[src/rtl/pb_cmd_ctrl.sv]
// Push-button gesture controller: synchronizes and debounces the active-low button,
// classifies SHORT / LONG / DOUBLE gestures and hands them out through cmd_vld/cmd_ack.
module pb_cmd_ctrl #(
  parameter int DB_CNT   = 500000,
  parameter int LONG_CNT = 50000000,
  parameter int DBL_WIN  = 15000000
) (
  input  logic       clk,
  input  logic       rst_n,
  input  logic       PB,
  input  logic       cmd_ack,
  output logic       pressed,
  output logic [1:0] cmd,
  output logic       cmd_vld,
  output logic       overrun
);
  localparam int TMAX = (LONG_CNT > DBL_WIN) ? LONG_CNT : DBL_WIN;
  localparam int TW   = $clog2(TMAX + 1);
  localparam int DW   = $clog2(DB_CNT + 1);
  localparam logic [DW-1:0] DB_LAST   = DW'(DB_CNT - 1);
  localparam logic [TW-1:0] LONG_LAST = TW'(LONG_CNT - 1);
  localparam logic [TW-1:0] DBL_LAST  = TW'(DBL_WIN - 1);
  localparam logic [1:0] CMD_SHORT  = 2'b01;
  localparam logic [1:0] CMD_LONG   = 2'b10;
  localparam logic [1:0] CMD_DOUBLE = 2'b11;

  typedef enum logic [2:0] {IDLE, PRESS, HOLD, WAIT2, PRESS2} state_t;

  logic          sync_p0, sync_p1, stable_p2;
  logic [DW-1:0] db_cnt;
  logic          db_flip, press_evt, rel_evt;
  state_t        state;
  logic [TW-1:0] timer;
  logic          emit;
  logic [1:0]    emit_cmd;

  // Stage 0/1: two-flop synchronizer, preset so reset release reads as idle
  always_ff @(posedge clk or negedge rst_n) begin
    if (!rst_n) begin
      sync_p0 <= 1'b1;
      sync_p1 <= 1'b1;
    end else begin
      sync_p0 <= PB;
      sync_p1 <= sync_p0;
    end
  end

  // Decoded in the cycle before stable_p2 flips, so the FSM moves on that same edge
  assign db_flip   = (sync_p1 != stable_p2) && (db_cnt == DB_LAST);
  assign press_evt = db_flip && stable_p2;
  assign rel_evt   = db_flip && !stable_p2;
  assign pressed   = ~stable_p2;

  // Stage 2: debounce; any return to the stable level restarts the count
  always_ff @(posedge clk or negedge rst_n) begin
    if (!rst_n) begin
      stable_p2 <= 1'b1;
      db_cnt    <= '0;
    end else if (sync_p1 == stable_p2) begin
      db_cnt <= '0;
    end else if (db_cnt == DB_LAST) begin
      stable_p2 <= sync_p1;
      db_cnt    <= '0;
    end else begin
      db_cnt <= db_cnt + 1'b1;
    end
  end

  always_comb begin
    emit     = 1'b0;
    emit_cmd = CMD_SHORT;
    case (state)
      PRESS:  if (!rel_evt && timer == LONG_LAST) begin
                emit     = 1'b1;
                emit_cmd = CMD_LONG;
              end
      WAIT2:  if (!press_evt && timer == DBL_LAST) begin
                emit     = 1'b1;
                emit_cmd = CMD_SHORT;
              end
      PRESS2: if (rel_evt) begin
                emit     = 1'b1;
                emit_cmd = CMD_DOUBLE;
              end
      default: ;
    endcase
  end

  // Stage 3: gesture FSM and single-entry command register
  always_ff @(posedge clk or negedge rst_n) begin
    if (!rst_n) begin
      state   <= IDLE;
      timer   <= '0;
      cmd     <= 2'b00;
      cmd_vld <= 1'b0;
      overrun <= 1'b0;
    end else begin
      case (state)
        IDLE: begin
          timer <= '0;
          if (press_evt) state <= PRESS;
        end
        PRESS: begin
          if (rel_evt) begin
            state <= WAIT2;
            timer <= '0;
          end else if (emit) begin
            state <= HOLD;
            timer <= '0;
          end else begin
            timer <= timer + 1'b1;
          end
        end
        HOLD: begin
          timer <= '0;
          if (rel_evt) state <= IDLE;
        end
        WAIT2: begin
          if (press_evt) begin
            state <= PRESS2;
            timer <= '0;
          end else if (emit) begin
            state <= IDLE;
            timer <= '0;
          end else begin
            timer <= timer + 1'b1;
          end
        end
        PRESS2: begin
          timer <= '0;
          if (rel_evt) state <= IDLE;
        end
        default: begin
          state <= IDLE;
          timer <= '0;
        end
      endcase

      // A same-cycle ack frees the slot, so the new event replaces the old one
      if (emit) begin
        if (!cmd_vld || cmd_ack) begin
          cmd     <= emit_cmd;
          cmd_vld <= 1'b1;
        end else begin
          overrun <= 1'b1;
        end
      end else if (cmd_ack) begin
        cmd_vld <= 1'b0;
      end
    end
  end

endmodule

[config.mk]
export PLATFORM = sky130hd
export DESIGN_NAME = pb_cmd_ctrl
export DESIGN_NICKNAME = d
export VERILOG_FILES = /design/src/rtl/pb_cmd_ctrl.sv
export SDC_FILE = /design/constraint.sdc
export NUM_CORES = 1
export LEC_CHECK = 0
export ABC_AREA = 1
export ABC_CLOCK_PERIOD_IN_PS = 3740
export BUFFER_PORTS_ARGS = -buffer_cell sky130_fd_sc_hd__clkbuf_2
export CORE_UTILIZATION = 40
export DETAILED_ROUTE_END_ITERATION = 10
export GPL_TIMING_DRIVEN = 0
export PLACE_DENSITY_LB_ADDON = 0.05
export SETUP_SLACK_MARGIN = 0.2
export SLEW_MARGIN = 20
export SYNTH_ARGS = -nofsm -noshare
export SYNTH_HDL_FRONTEND = slang
export SYNTH_SLANG_ARGS = --single-unit
[constraint.sdc]
create_clock -name clk -period 3.74 [get_ports clk]
set_clock_uncertainty 0.2 [all_clocks]
set_input_delay 0 -clock clk [delete_from_list [all_inputs] [get_ports clk]]
set_output_delay 0 -clock clk [all_outputs]
set_load 0.02 [all_outputs]
# After elaboration in Yosys (flattened, before gate mapping)
# Cells that the tools add are included.
[op_classes]
add_sub_neg = 2
n_eq_ne = 14
mux = 23
bitwise_logic = 3
n_reduce_logical = 18
[ops]
columns = ["op", "n"]
rows = [
  ["$mux W26", 3],
  ["$pmux W26 S2", 1],
  ["$mux W19", 2],
  ["$add A26 B1 Y26 const B", 1],
  ["$eq A26 B24 Y1 const B", 1],
  ["$eq A26 B26 Y1 const B", 1],
  ["$add A19 B1 Y19 const B", 1],
  ["$eq A19 B19 Y1 const B", 1],
  ["$mux W3", 6],
  ["$pmux W3 S4", 1],
  ["$reduce_and A2 Y1", 4],
  ["$eq A3 B2 Y1 const B", 2],
  ["$mux W1", 6],
  ["$ne A3 B3 Y1 const B", 2],
  ["$logic_and A1 B1 Y1", 5],
  ["$logic_not A1 Y1", 4],
  ["$mux W2", 2],
  ["$ne A2 B1 Y1 const B", 2],
  ["$pmux W2 S2", 1],
  ["$reduce_and A4 Y1", 1],
  ["$eq A3 B1 Y1 const B", 1],
  ["$eq A3 B3 Y1 const B", 1],
  ["$logic_not A3 Y1", 1],
  ["$not A1 Y1", 3],
  ["other kinds (7)", 7],
]
[word_totals]
register_bits = 55
inputBits = 4
output_inout_bits = 5
wordCells = 69

# Longest topological paths before layout
# Gate-level depths: netlist of run 1.
[logic_depth]
depth_word = 10
ltp_mapped = 14
mapped_depth_nobuf = 13

# Worst setup path before layout of run 1
# No wires, ideal clock.
[synth_timing]
path_type = "register -> register"
start = "reg db_cnt[0]"
end = "reg timer[20]"
setup_ns = 0.121
arrival_time_ns = 1.558
required_ns = 3.419
setup_slack_ns = 1.861
path_stages_with_launch = 10
path_buffers = 1
synth_period_minus_slack_ns = 1.879
path_cell_list = "dfrtp_1 ha_1 nand3_4 nor3_2 nand3_1 nand2_1 nand2_1 nand3_4 buf_12 nor2_2"
[synth_between]
elab_chain_cells = 10
[synth_rtl]
columns = ["item", "line", "rtl"]
rows = [
  ["start, declared", "30", "logic [DW-1:0] db_cnt;"],
  ["start signal, assigned", "65", "db_cnt <= db_cnt + 1'b1;"],
  ["$eq A19 B19 Y1 (*)", "49", "assign db_flip = (sync_p1 != stable_p2) && (db_cnt == DB_LAST);"],
  ["$logic_and A1 B1 Y1 (*)", "49", ""],
  ["$logic_and A1 B1 Y1, on equally long branches", "50, 51", ""],
  ["$logic_not A1 Y1, on equally long branches", "77, 73", ""],
  ["$logic_and A1 B1 Y1, on equally long branches", "77, 73", ""],
  ["$mux W1, on equally long branches", "77, 73", ""],
  ["$pmux W1 S3", "72", "case (state)"],
  ["$mux W26", "107, 122", ""],
  ["$mux W26, on equally long branches", "119, 104", ""],
  ["$pmux W26 S2 (*)", "98", "case (state)"],
  ["end signal, assigned", "111", "timer <= timer + 1'b1;"],
  ["end signal, assigned", "126", "timer <= timer + 1'b1;"],
  ["end, declared", "33", "logic [TW-1:0] timer;"],
]
# Every way passes the cells marked *; elsewhere a longest branch is shown, timed or not.
# A chain may end at the register's enable or synchronous reset.

# Worst setup path after layout of run 1
[layout_timing]
start = "reg db_cnt[0]"
end = "reg db_cnt[16]"
[layout_between]
elab_chain_cells = 3
[layout_rtl]
columns = ["item", "line", "rtl"]
rows = [
  ["$add A19 B1 Y19 / $eq A19 B19 Y1 (equally long branches)", "65, 61", ""],
  ["$mux W19 (*)", "61", "end else if (db_cnt == DB_LAST) begin"],
  ["$mux W19 (*)", "59", "end else if (sync_p1 == stable_p2) begin"],
]
# Marked as above.

==> results of run 1 <==
==> power by group through the flow <==
stage | clock network [mW] | registers, mW | logic [mW]
final | 0.479 | 0.602 | 0.0325
after detailed placement | 0 | 0.614 | 0.0305
after global routing | 0.507 | 0.603 | 0.0382
after CTS | 0.486 | 0.602 | 0.0345
after floorplan | 0 | 0.613 | 0.0106
after global placement | 0 | 0.613 | 0.0271
==> cells in the mapped netlist <==
| cell | n | area, sq um |
|---|---|---|
| a21boi_0 | 1 | 7.51 |
| a21oi_1 | 9 | 45.0 |
| and2_2 | 1 | 7.51 |
| buf_12 | 1 | 20.0 |
| buf_2 | 3 | 15.0 |
| buf_6 | 2 | 22.5 |
| clkinv_2 | 1 | 5.00 |
| dfrtp_1 | 52 | 1300 |
| dfstp_2 | 3 | 78.8 |
| ha_1 | 2 | 25.0 |
| inv_1 | 49 | 184 |
| inv_2 | 4 | 15.0 |
| nand2_1 | 98 | 368 |
| nand2_2 | 3 | 18.8 |
| nand3_1 | 37 | 185 |
| nand3_2 | 2 | 20.0 |
| nand3_4 | 2 | 35.0 |
| nand3b_1 | 2 | 15.0 |
| nand4_1 | 13 | 81.3 |
| nand4_2 | 1 | 12.5 |
| nor2_1 | 87 | 327 |
| nor2_2 | 10 | 62.6 |
| nor2_4 | 3 | 33.8 |
| nor3_1 | 15 | 75.1 |
| nor3_2 | 3 | 30.0 |
| nor3_4 | 6 | 97.6 |
| nor3b_1 | 1 | 7.51 |
| nor4_1 | 3 | 18.8 |
| o211ai_1 | 1 | 7.51 |
| o21ai_0 | 10 | 50.1 |
| o21ai_1 | 2 | 10.0 |
| o21bai_1 | 1 | 7.51 |
| or2_2 | 2 | 12.5 |
| xnor2_1 | 4 | 35.0 |
| xor2_1 | 10 | 87.6 |
==> logic make-up (layout without fill, tap and decap cells) <==
| family | count (synthesis) | in the layout | share of synthesized area |
|---|---|---|---|
| AO/OA/AOI/OAI | 24 | 24 | 0.0384 |
| adder cells (fa/ha/maj) | 2 | 2 | 0.00753 |
| XOR/XNOR | 14 | 14 | 0.0369 |
| buffers and inverters | 60 | 82 | 0.0787 |
| AND/OR/NAND/NOR | 289 | 289 | 0.423 |
| flip-flops | 55 | 55 | 0.415 |
==> worst max-delay path by stage <==
stage                             start                   end  cells past startpoint  slack (ns)
finish              db_cnt[0]$_DFF_PN0_  db_cnt[16]$_DFF_PN0_                     10        1.54
global route         timer[0]$_DFF_PN0_   timer[24]$_DFF_PN0_                     10        1.25
CTS                               rst_n  state[1]$_DFFE_PN0P_                      4        1.28
detailed placement  db_cnt[0]$_DFF_PN0_  db_cnt[16]$_DFF_PN0_                     10        1.53
global placement    db_cnt[0]$_DFF_PN0_  db_cnt[16]$_DFF_PN0_                     10        1.53
floorplan           db_cnt[0]$_DFF_PN0_   timer[20]$_DFF_PN0_                      9        1.86
==> cells in the final DEF, fill, tap and decap left out, types with 4 or more instances in the layout <==
cell type       n
nand2_1        98
nor2_1         87
dfrtp_1        52
inv_1          49
nand3_1        37
nor3_1         15
nand4_1        13
nor2_2         10
xor2_1         10
o21ai_0        10
a21oi_1         9
clkbuf_2        7
nor3_4          6
clkbuf_8        5
inv_2           4
buf_2           4
xnor2_1         4
dlygate4sd3_1   4
==> layout make-up <==
class | instances | area (sq um) | share of cell area
multi-input cells | 329 | 1680 | 0.455
flip-flops and latches | 55 | 1380 | 0.373
inverters | 54 | 204 | 0.0552
well taps | 102 | 128 | 0.0345
repair buffers | 14 | 108 | 0.0291
clock buffers | 5 | 68.8 | 0.0186
clock inverters | 3 | 67.6 | 0.0183
plain buffers | 6 | 57.6 | 0.0156
==> critical path, delay by kind of cell, from the launching register on <==
family                   cells  cell delay (ns)
AO/OA/AOI/OAI                1             0.08
adder cells (fa/ha/maj)      1             0.29
flip-flops                   1             0.39
AND/OR/NAND/NOR              8             1.13
==> metal layers <==
layer | part of all wire | vias to the layer above | track usage
met1 | 0.50 | 1311 | 0.258
li1 | - | 1456 | -
met2 | 0.45 | 51 | 0.311
met3 | 0.034 | 11 | 0.0285
met5 | 0 | - | 0
met4 | 0.015 | 0 | 0.0513
==> sequential cells by signal (all words and copies together) (netlist names) <==
register	flops
cmd	2
db_cnt	19
sync_p0	1
cmd_vld	1
sync_p1	1
stable_p2	1
state	3
timer	26
overrun	1
==> metrics by stage <==
| stage | instance area [sq um] | total power [mW] | cells |
|---|---|---|---|
| final | 3700 | 1.11 | 568 |
| after floorplan | 3320 | 0.624 | 444 |
| after global routing | 3700 | 1.15 | 568 |
| after CTS | 3700 | 1.12 | 568 |
| after detailed placement | 3510 | 0.644 | 555 |
| after global placement | 3490 | 0.640 | 554 |
==> run summary, run 1 <==
WS Path Type - reg -> reg
Min Tclk post-route - 2.20 ns
Antenna Cells - 0
Core Rows - 32
Tot GR Track Use - 0.189
Final WS setup - 1.54 ns
HPWL Detailed - 5.49 mm
F_max - 454 MHz
GP Congestion - 0.807
Die W - 93.2 microns
Initial antenna violation count - 0
Die Height - 93.2 microns
Crit. End Element - flip-flop
Clock power frac - 0.430
IO Pins - 9
Part of the Yosys area used for sequential elements - 0.415
Slowest-stage cell, CP - dfrtp_1
Crit start category - flip-flop
Power share of the combinational group - 0.029
Leakage - 1.60 nW
Syn Std Cell Area - 0.00332 sq mm
Clk buf depth - 2
Crit path cell chain - ha_1 -> nand3_4 -> nor2_2 -> nand2_1 -> nor3_2 -> nand3_1 -> nor2_1 -> nand3_1 -> o21ai_0 -> nor2_1
Residual DRC - 0
Post-Synthesis Cells - 444
CTS Hold Buffers Added - 5
Initial core utilization - 0.421
Largest net degree at the start of global routing - 34
RSZ-0062 raised after global routing - false
Drt via density - 4.98
NetSw - 0.236 mW
Synth warn - 0
Pwr Density - 301 mW/mm^2
Sequential Power Share - 0.541
Internal - 0.877 mW
Worst-Skew Late Latency - 0.32 ns
Pre-CTS setup slack - 1.53 ns
Max VDD drop - 0.186 mV
Share of layout cells above drive strength 1 - 0.139
Max_cap viols - 0
Switching share of power - 0.212
Hold_ws - 0.117 ns
Slew Viols, Final - 0
Vias in the first global route - 2745
FF-to-FF path depth - 10
Clock H-tree levels - 2
Final hold viol count - 0
Antenna-violating nets left - 0
Worst r2r dst - db_cnt[16]$_DFF_PN0_
Worst Path Required - 3.75 ns
Crit share post-route - 0.589
R2R Setup Slk - 1.54 ns
Status - finished, final reports clean
Die ar. - 0.00868 sq mm
Clock transition at path regs - 0.11 ns
CP arrival - 2.21 ns
Global-route wire length before repair - 12.9 mm
Post-layout util - 0.469
Clk root buf - clkbuf_8
Worst Hold Depth - 2
Syn_area_per_cell - 7.49 sq um
Total number of vias - 2829
Hold EP - sync_p0$_DFF_PN1_
CTS tree - done
Setup TNS Final - 0 ns
Synth unique cells - 35
Post-CTS sizing - 0
Wirelength per Cell - 12.9 microns
Relative slew slack - 0.484
I/O Buffers - 8
Hold Path Class - in -> reg
Detailed Route WL - 7.31 mm
Crit-path max FO - 5
CTS Buf Count - 5
P&R area growth vs syn - 11.2%
Core Region - 0.00789 sq mm
Synth Net Count - 450
TritonRoute pass-1 iters - 5
FF+latch count, synth - 55
Setup bufs post-CTS - 0
Layout Nets - 471
Least-Margin Pin Slew - 0.771 ns
Final setup violation count - 0
Total grt overflow - 0
Critical Path Max Stage Delay - 0.39 ns
Clock net sink count - 55
DRT iter0 DRCs - 134
Hold_sp - PB
FILL cells - 779
Worst r2r src - db_cnt[0]$_DFF_PN0_
Note: power is estimated with default switching activity, not from simulation.
==> inputs of run 2 (changes only) <==
- ABC_CLOCK_PERIOD_IN_PS: 3740 -> 2100
- clock period: 3.74 -> 2.1 ns (I/O delays scaled with it)
==> run 2 against run 1 <==
First-iteration DRC count down 5.2%. Fmax up 9.6%. Hold slack barely moved. Flip-flop and latch count stayed put. Core utilization rose by 8.0 points. Sequential power up 78%. Critical path depth stayed put. Global-route usage increased by 1.1 points. Largest power group unchanged.
==> run summary, run 2 (synthesis results as in run 1) <==
Status - finished, final reports clean
Crit start category - flip-flop
Final setup violation count - 0 (unchanged)
Antenna-violating nets left - 0 (unchanged)
Initial antenna violation count - 0 (unchanged)
Met3 routed WL - 295 microns (+20%)
Least-Margin Pin Slew - 0.560 ns (-0.210 ns)
Slew Viols, Final - 0 (unchanged)
Tot GR Track Use - 0.200 (+0.0112)
Min Tclk post-route - 2.01 ns (-0.193 ns)
Leakage - 1.89 nW (+18%)
Total Power - 2.00 mW (+80%)
Global-route wire length before repair - 13.6 mm (+5.6%)
Slowest-stage cell, CP - dfrtp_1
Critical Path Max Stage Delay - 0.40 ns (about the same)
Max_cap viols - 0 (unchanged)
Die Height - 93.2 microns (unchanged)
WS Path Type - reg -> reg
Clk buf depth - 2 (unchanged)
Crit share post-route - 0.957 (+0.368)
Relative slew slack - 0.624 (+0.139)
I/O Buffers - 8 (unchanged)
Most common cell after layout, fill and taps aside - nand2_1
Hold Path Class - in -> reg
HPWL Detailed - 5.49 mm (unchanged)
Worst Path Required - 2.11 ns (-1.64 ns)
Die ar. - 0.00868 sq mm (unchanged)
CTS tree - done
Core Rows - 32 (unchanged)
Max VDD drop - 0.330 mV (+77%)
Crit-path max FO - 5 (unchanged)
DRT iter0 DRCs - 127 (-5.2%)
Initial core utilization - 0.421 (unchanged)
Most frequent cells in the layout - 83 x nand2_1, 69 x nor2_1, 47 x inv_1
Final hold viol count - 0 (unchanged)
RSZ-0062 raised after global routing - true
CP most frequent cell - nand3_4
Worst-Skew Late Latency - 0.31 ns (about the same)
Clock transition at path regs - 0.11 ns (about the same)
Vias in the first global route - 2835 (+3.3%)
TritonRoute pass-1 iters - 4 (-1)
Met2 routed WL - 4.04 mm (+22%)
Crit path cell chain - ha_4 -> nand3_4 -> nor3_4 -> nand3_2 -> nand2_1 -> nand2_2 -> nand3_4 -> buf_12 -> buf_16 -> nor2_4
Pwr Density - 462 mW/mm^2 (+53%)
CTS Buf Count - 5 (unchanged)
Biggest registers after layout - timer (26), db_cnt (19), state (3)
Total number of vias - 3008 (+6.3%)
Clk root buf - clkbuf_8
IO Pins - 9 (unchanged)
Post-layout util - 0.549 (+0.0799)
Largest net degree at the start of global routing - 34 (unchanged)
FILL cells - 735 (-5.6%)
Detailed Route WL - 8.23 mm (+13%)
Biggest register - timer
Clock H-tree levels - 2 (unchanged)
Max reg flops - 26 (unchanged)
CP arrival - 2.02 ns (-0.19 ns)
Total grt overflow - 0 (unchanged)
Layout Nets - 508 (+7.9%)
Finished Layout Cells - 605 (+6.5%)
Buf+Inv Stages, Crit Path - 2 (+2)
Die W - 93.2 microns (unchanged)
Clock net sink count - 55 (unchanged)
Crit. End Element - flip-flop
Antenna Cells - 0 (unchanged)
Residual DRC - 0 (unchanged)
Placed cells - 555 (unchanged)
Share of layout cells above drive strength 1 - 0.322 (+0.183)
Top Family by Delay on Critical Path - simple AND/OR/NAND/NOR gates
F_max - 498 MHz (+9.6%)
Drt via density - 4.97 (-0.18%)
Wirelength per Cell - 13.6 microns (+5.7%)
Core Region - 0.00789 sq mm (unchanged)
Max Used Layer - met4
WL met1 - 3.81 mm (+4.7%)
P&R area growth vs syn - 30.1%
GP Congestion - 0.807 (unchanged)
-- run 2: worst paths after layout --
path / from / endpoint / slack, ns / depth (start not counted)
worst max-delay path: db_cnt[1]$_DFF_PN0_ / timer[7]$_DFF_PN0_ / 0.09 / 10
worst min-delay path: PB / sync_p0$_DFF_PN1_ / 0.12 / 2
worst max register to register: db_cnt[1]$_DFF_PN0_ / timer[7]$_DFF_PN0_ / 0.09 / 10
worst min register to register: sync_p0$_DFF_PN1_ / sync_p1$_DFF_PN1_ / 0.16 / 0
max in group asynchronous: rst_n / sync_p1$_DFF_PN1_ / 0.65 / 4
min in group asynchronous: rst_n / timer[2]$_DFF_PN0_ / 0.48 / 3
-- run 2: layout make-up --
class,count,area [sq um],area share
buffer,6,61.3,0.0142
clock inverter,3,67.6,0.0156
clock buffer,5,68.8,0.0159
inverter,54,209,0.0483
tap,102,128,0.0295
sequential,55,1390,0.321
multi-input combinational,329,1970,0.456
timing repair buffer,51,432,0.0998
-- run 2: metal layers --
| metal | up-vias | global-route usage |
|---|---|---|
| met5 | - | 0 |
| met4 | 0 | 0.0474 |
| met3 | 8 | 0.0293 |
| met2 | 51 | 0.337 |
| met1 | 1411 | 0.270 |
| li1 | 1538 | - |
-- run 2: where the power goes --
| group | internal (mW) | switching (mW) |
|---|---|---|
| Clock | 0.476 | 0.377 |
| Sequential | 1.07 | 0.00696 |
| Combinational | 0.0288 | 0.0433 |
| Total | 1.57 | 0.428 |
-- run 2: metrics by stage --
stage               TNS, ns  area [sq um]  hold slack, ns  worst slack (ns)
floorplan                 0          3320          -0.496             0.221
global placement      -1.36          3490          -0.111            -0.112
detailed placement    -1.61          3510          -0.239            -0.109
CTS                       0          4070           0.104             0.109
global route        -0.0799          4330           0.116           -0.0547
finish                    0          4330           0.117            0.0909
-- run 2: repair_timing --
action	CTS	global route
setup buffers	23	14
hold endpoints to repair	60	0
setup endpoints to repair	46	46
resized for setup	44	50
pin swaps	22	25
cloned	1	0
hold buffers	4	0
==> inputs of run 3 (changes only) <==
- BUFFER_PORTS_ARGS: -buffer_cell sky130_fd_sc_hd__clkbuf_2 -> not set
- DONT_BUFFER_PORTS: not set -> 1
- SLEW_MARGIN: 20 -> not set
==> run 3 against run 2 <==
Clock-buffer cell count is 3 higher. Sequential share of layout area is 0.66 points higher. Power is 10% lower. Largest cell class unchanged. Highest routed layer unchanged.
==> run summary, run 3 (synthesis results as in run 1) <==
Initial core utilization - 0.421 (unchanged)
Largest net degree at the start of global routing - 56 (+65%)
Finished Cell Area - 0.00422 sq mm (-2.4%)
Slew Viols, Final - 0 (unchanged)
Initial antenna violation count - 0 (unchanged)
HPWL Detailed - 5.27 mm (-4.1%)
Max_cap viols - 0 (unchanged)
Min Tclk post-route - 2.05 ns (+0.0391 ns)
Vias in the first global route - 2824 (-0.39%)
Clock transition at path regs - 0.10 ns (about the same)
P&R area growth vs syn - 27.1%
CP arrival - 2.05 ns (+0.03 ns)
Antenna-violating nets left - 0 (unchanged)
Pwr Density - 425 mW/mm^2 (-8.1%)
Setup TNS Final - 0 ns (unchanged)
Placed cells - 546 (-1.6%)
Finished Layout Cells - 593 (-2.0%)
Tot GR Track Use - 0.191 (-0.00900)
Pre-CTS setup slack - -0.0970 ns (+0.0116 ns)
Total grt overflow - 0 (unchanged)
Final WS setup - 0.0517 ns (-0.0391 ns)
Core Region - 0.00789 sq mm (unchanged)
DRT iter0 DRCs - 83 (-35%)
Clk root buf - clkbuf_8
Status - finished, final reports clean
Biggest registers after layout - timer (26), db_cnt (19), state (3)
Crit share post-route - 0.975 (+0.0186)
Dpl cell area - 0.00345 sq mm (-1.8%)
Hold Path Class - in -> async
CTS tree - done
I/O Buffers - 0 (-8)
Die W - 93.2 microns (unchanged)
Max reg flops - 26 (unchanged)
Post-layout util - 0.536 (-0.0130)
Die Height - 93.2 microns (unchanged)
Relative slew slack - 0.651 (+0.0273)
Leakage - 1.84 nW (-2.4%)
Total Power - 1.79 mW (-10%)
Worst-Skew Late Latency - 0.31 ns (about the same)
TritonRoute pass-1 iters - 4 (unchanged)
Drt via density - 4.96 (-0.25%)
Core Rows - 32 (unchanged)
CTS Buf Count - 5 (unchanged)
Wirelength per Cell - 13.3 microns (-2.1%)
Hold_ws - 0.0220 ns (-0.0946 ns)
Least-Margin Pin Slew - 0.520 ns (-0.0406 ns)
Final setup violation count - 0 (unchanged)
WS Path Type - reg -> reg
Clock net sink count - 55 (unchanged)
Crit start category - flip-flop
IO Pins - 9 (unchanged)
Clk buf depth - 2 (unchanged)
Most common cell after layout, fill and taps aside - nand2_1
Residual DRC - 0 (unchanged)
Total number of vias - 2941 (-2.2%)
Max VDD drop - 0.245 mV (-26%)
Die ar. - 0.00868 sq mm (unchanged)
Share of layout cells above drive strength 1 - 0.289 (-0.0329)
Layout Nets - 496 (-2.4%)
Crit. End Element - flip-flop
Detailed Route WL - 7.89 mm (-4.0%)
Global-route wire length before repair - 13.0 mm (-4.7%)
Clock H-tree levels - 2 (unchanged)
Most frequent cells in the layout - 88 x nand2_1, 72 x nor2_1, 49 x dfrtp_1
Biggest register - timer
RSZ-0062 raised after global routing - true
Final hold viol count - 0 (unchanged)
FILL cells - 744 (+1.2%)
GP Congestion - 0.798 (-1.1%)
Worst Path Required - 2.10 ns (about the same)
F_max - 488 MHz (-1.9%)
Crit-path max FO - 6 (+1)
Antenna Cells - 0 (unchanged)
-- run 3: cell count changes in the layout (fill, tap and decap cells not counted), sizes merged --
cell and change:
buf -3, bufinv -2, clkbuf -5, clkinv -1, dlygate4sd3 -1
-- run 3: power by group --
group	leakage (nW)	internal (mW)	switching [mW]
sequential	0.751	1.07	0.00747
combinational	1.04	0.0297	0.0436
clock	0.0515	0.302	0.345
-- run 3: final timing paths --
check	cells past startpoint	to	start	slack (ns)
max	11	state[2]$_DFFE_PN0P_	db_cnt[1]$_DFF_PN0_	0.05
min	2	timer[14]$_DFF_PN0_	rst_n	0.02
max reg2reg	11	state[2]$_DFFE_PN0P_	db_cnt[1]$_DFF_PN0_	0.05
min reg2reg	0	sync_p1$_DFF_PN1_	sync_p0$_DFF_PN1_	0.16
max in group asynchronous	2	stable_p2$_DFFE_PN1N_	rst_n	1.39
min in group clk	1	sync_p0$_DFF_PN1_	PB	0.03
-- run 3: final cells by class --
cell class	count	area, sq um	area share
multi-input cells	329	1970	0.467
flip-flops and latches	55	1380	0.328
repair buffers	39	370	0.0877
inverters	54	214	0.0507
well taps	102	128	0.0302
clock buffers	8	100	0.0237
plain buffers	6	57.6	0.0136
-- run 3: timing repair --
item | CTS | global route
endpoints found under the hold margin | 60 | 0
gates resized for setup | 40 | 53
hold buffers | 4 | 0
setup buffers | 18 | 16
cloned | 1 | 0
pin swaps | 16 | 19
setup endpoints to repair | 47 | 44
-- run 3: metal layers --
metal | up-vias | track usage | wire [microns]
met2 | 36 | 0.331 | 3930
li1 | 1505 | - | -
met1 | 1390 | 0.244 | 3630
met5 | - | 0 | 0
met3 | 10 | 0.0325 | 216
met4 | 0 | 0.0551 | 115
-- run 3: worst max-delay path: stages, from the launching register on --
cell,delay [ns]
dfrtp_1,0.41
ha_4,0.17
nand3_4,0.13
nor3_4,0.28
nand3_2,0.14
nand2_1,0.08
nand2_1,0.09
nand3_4,0.16
buf_6,0.14
nand2_4,0.04
nand2_1,0.06
nand2_1,0.05
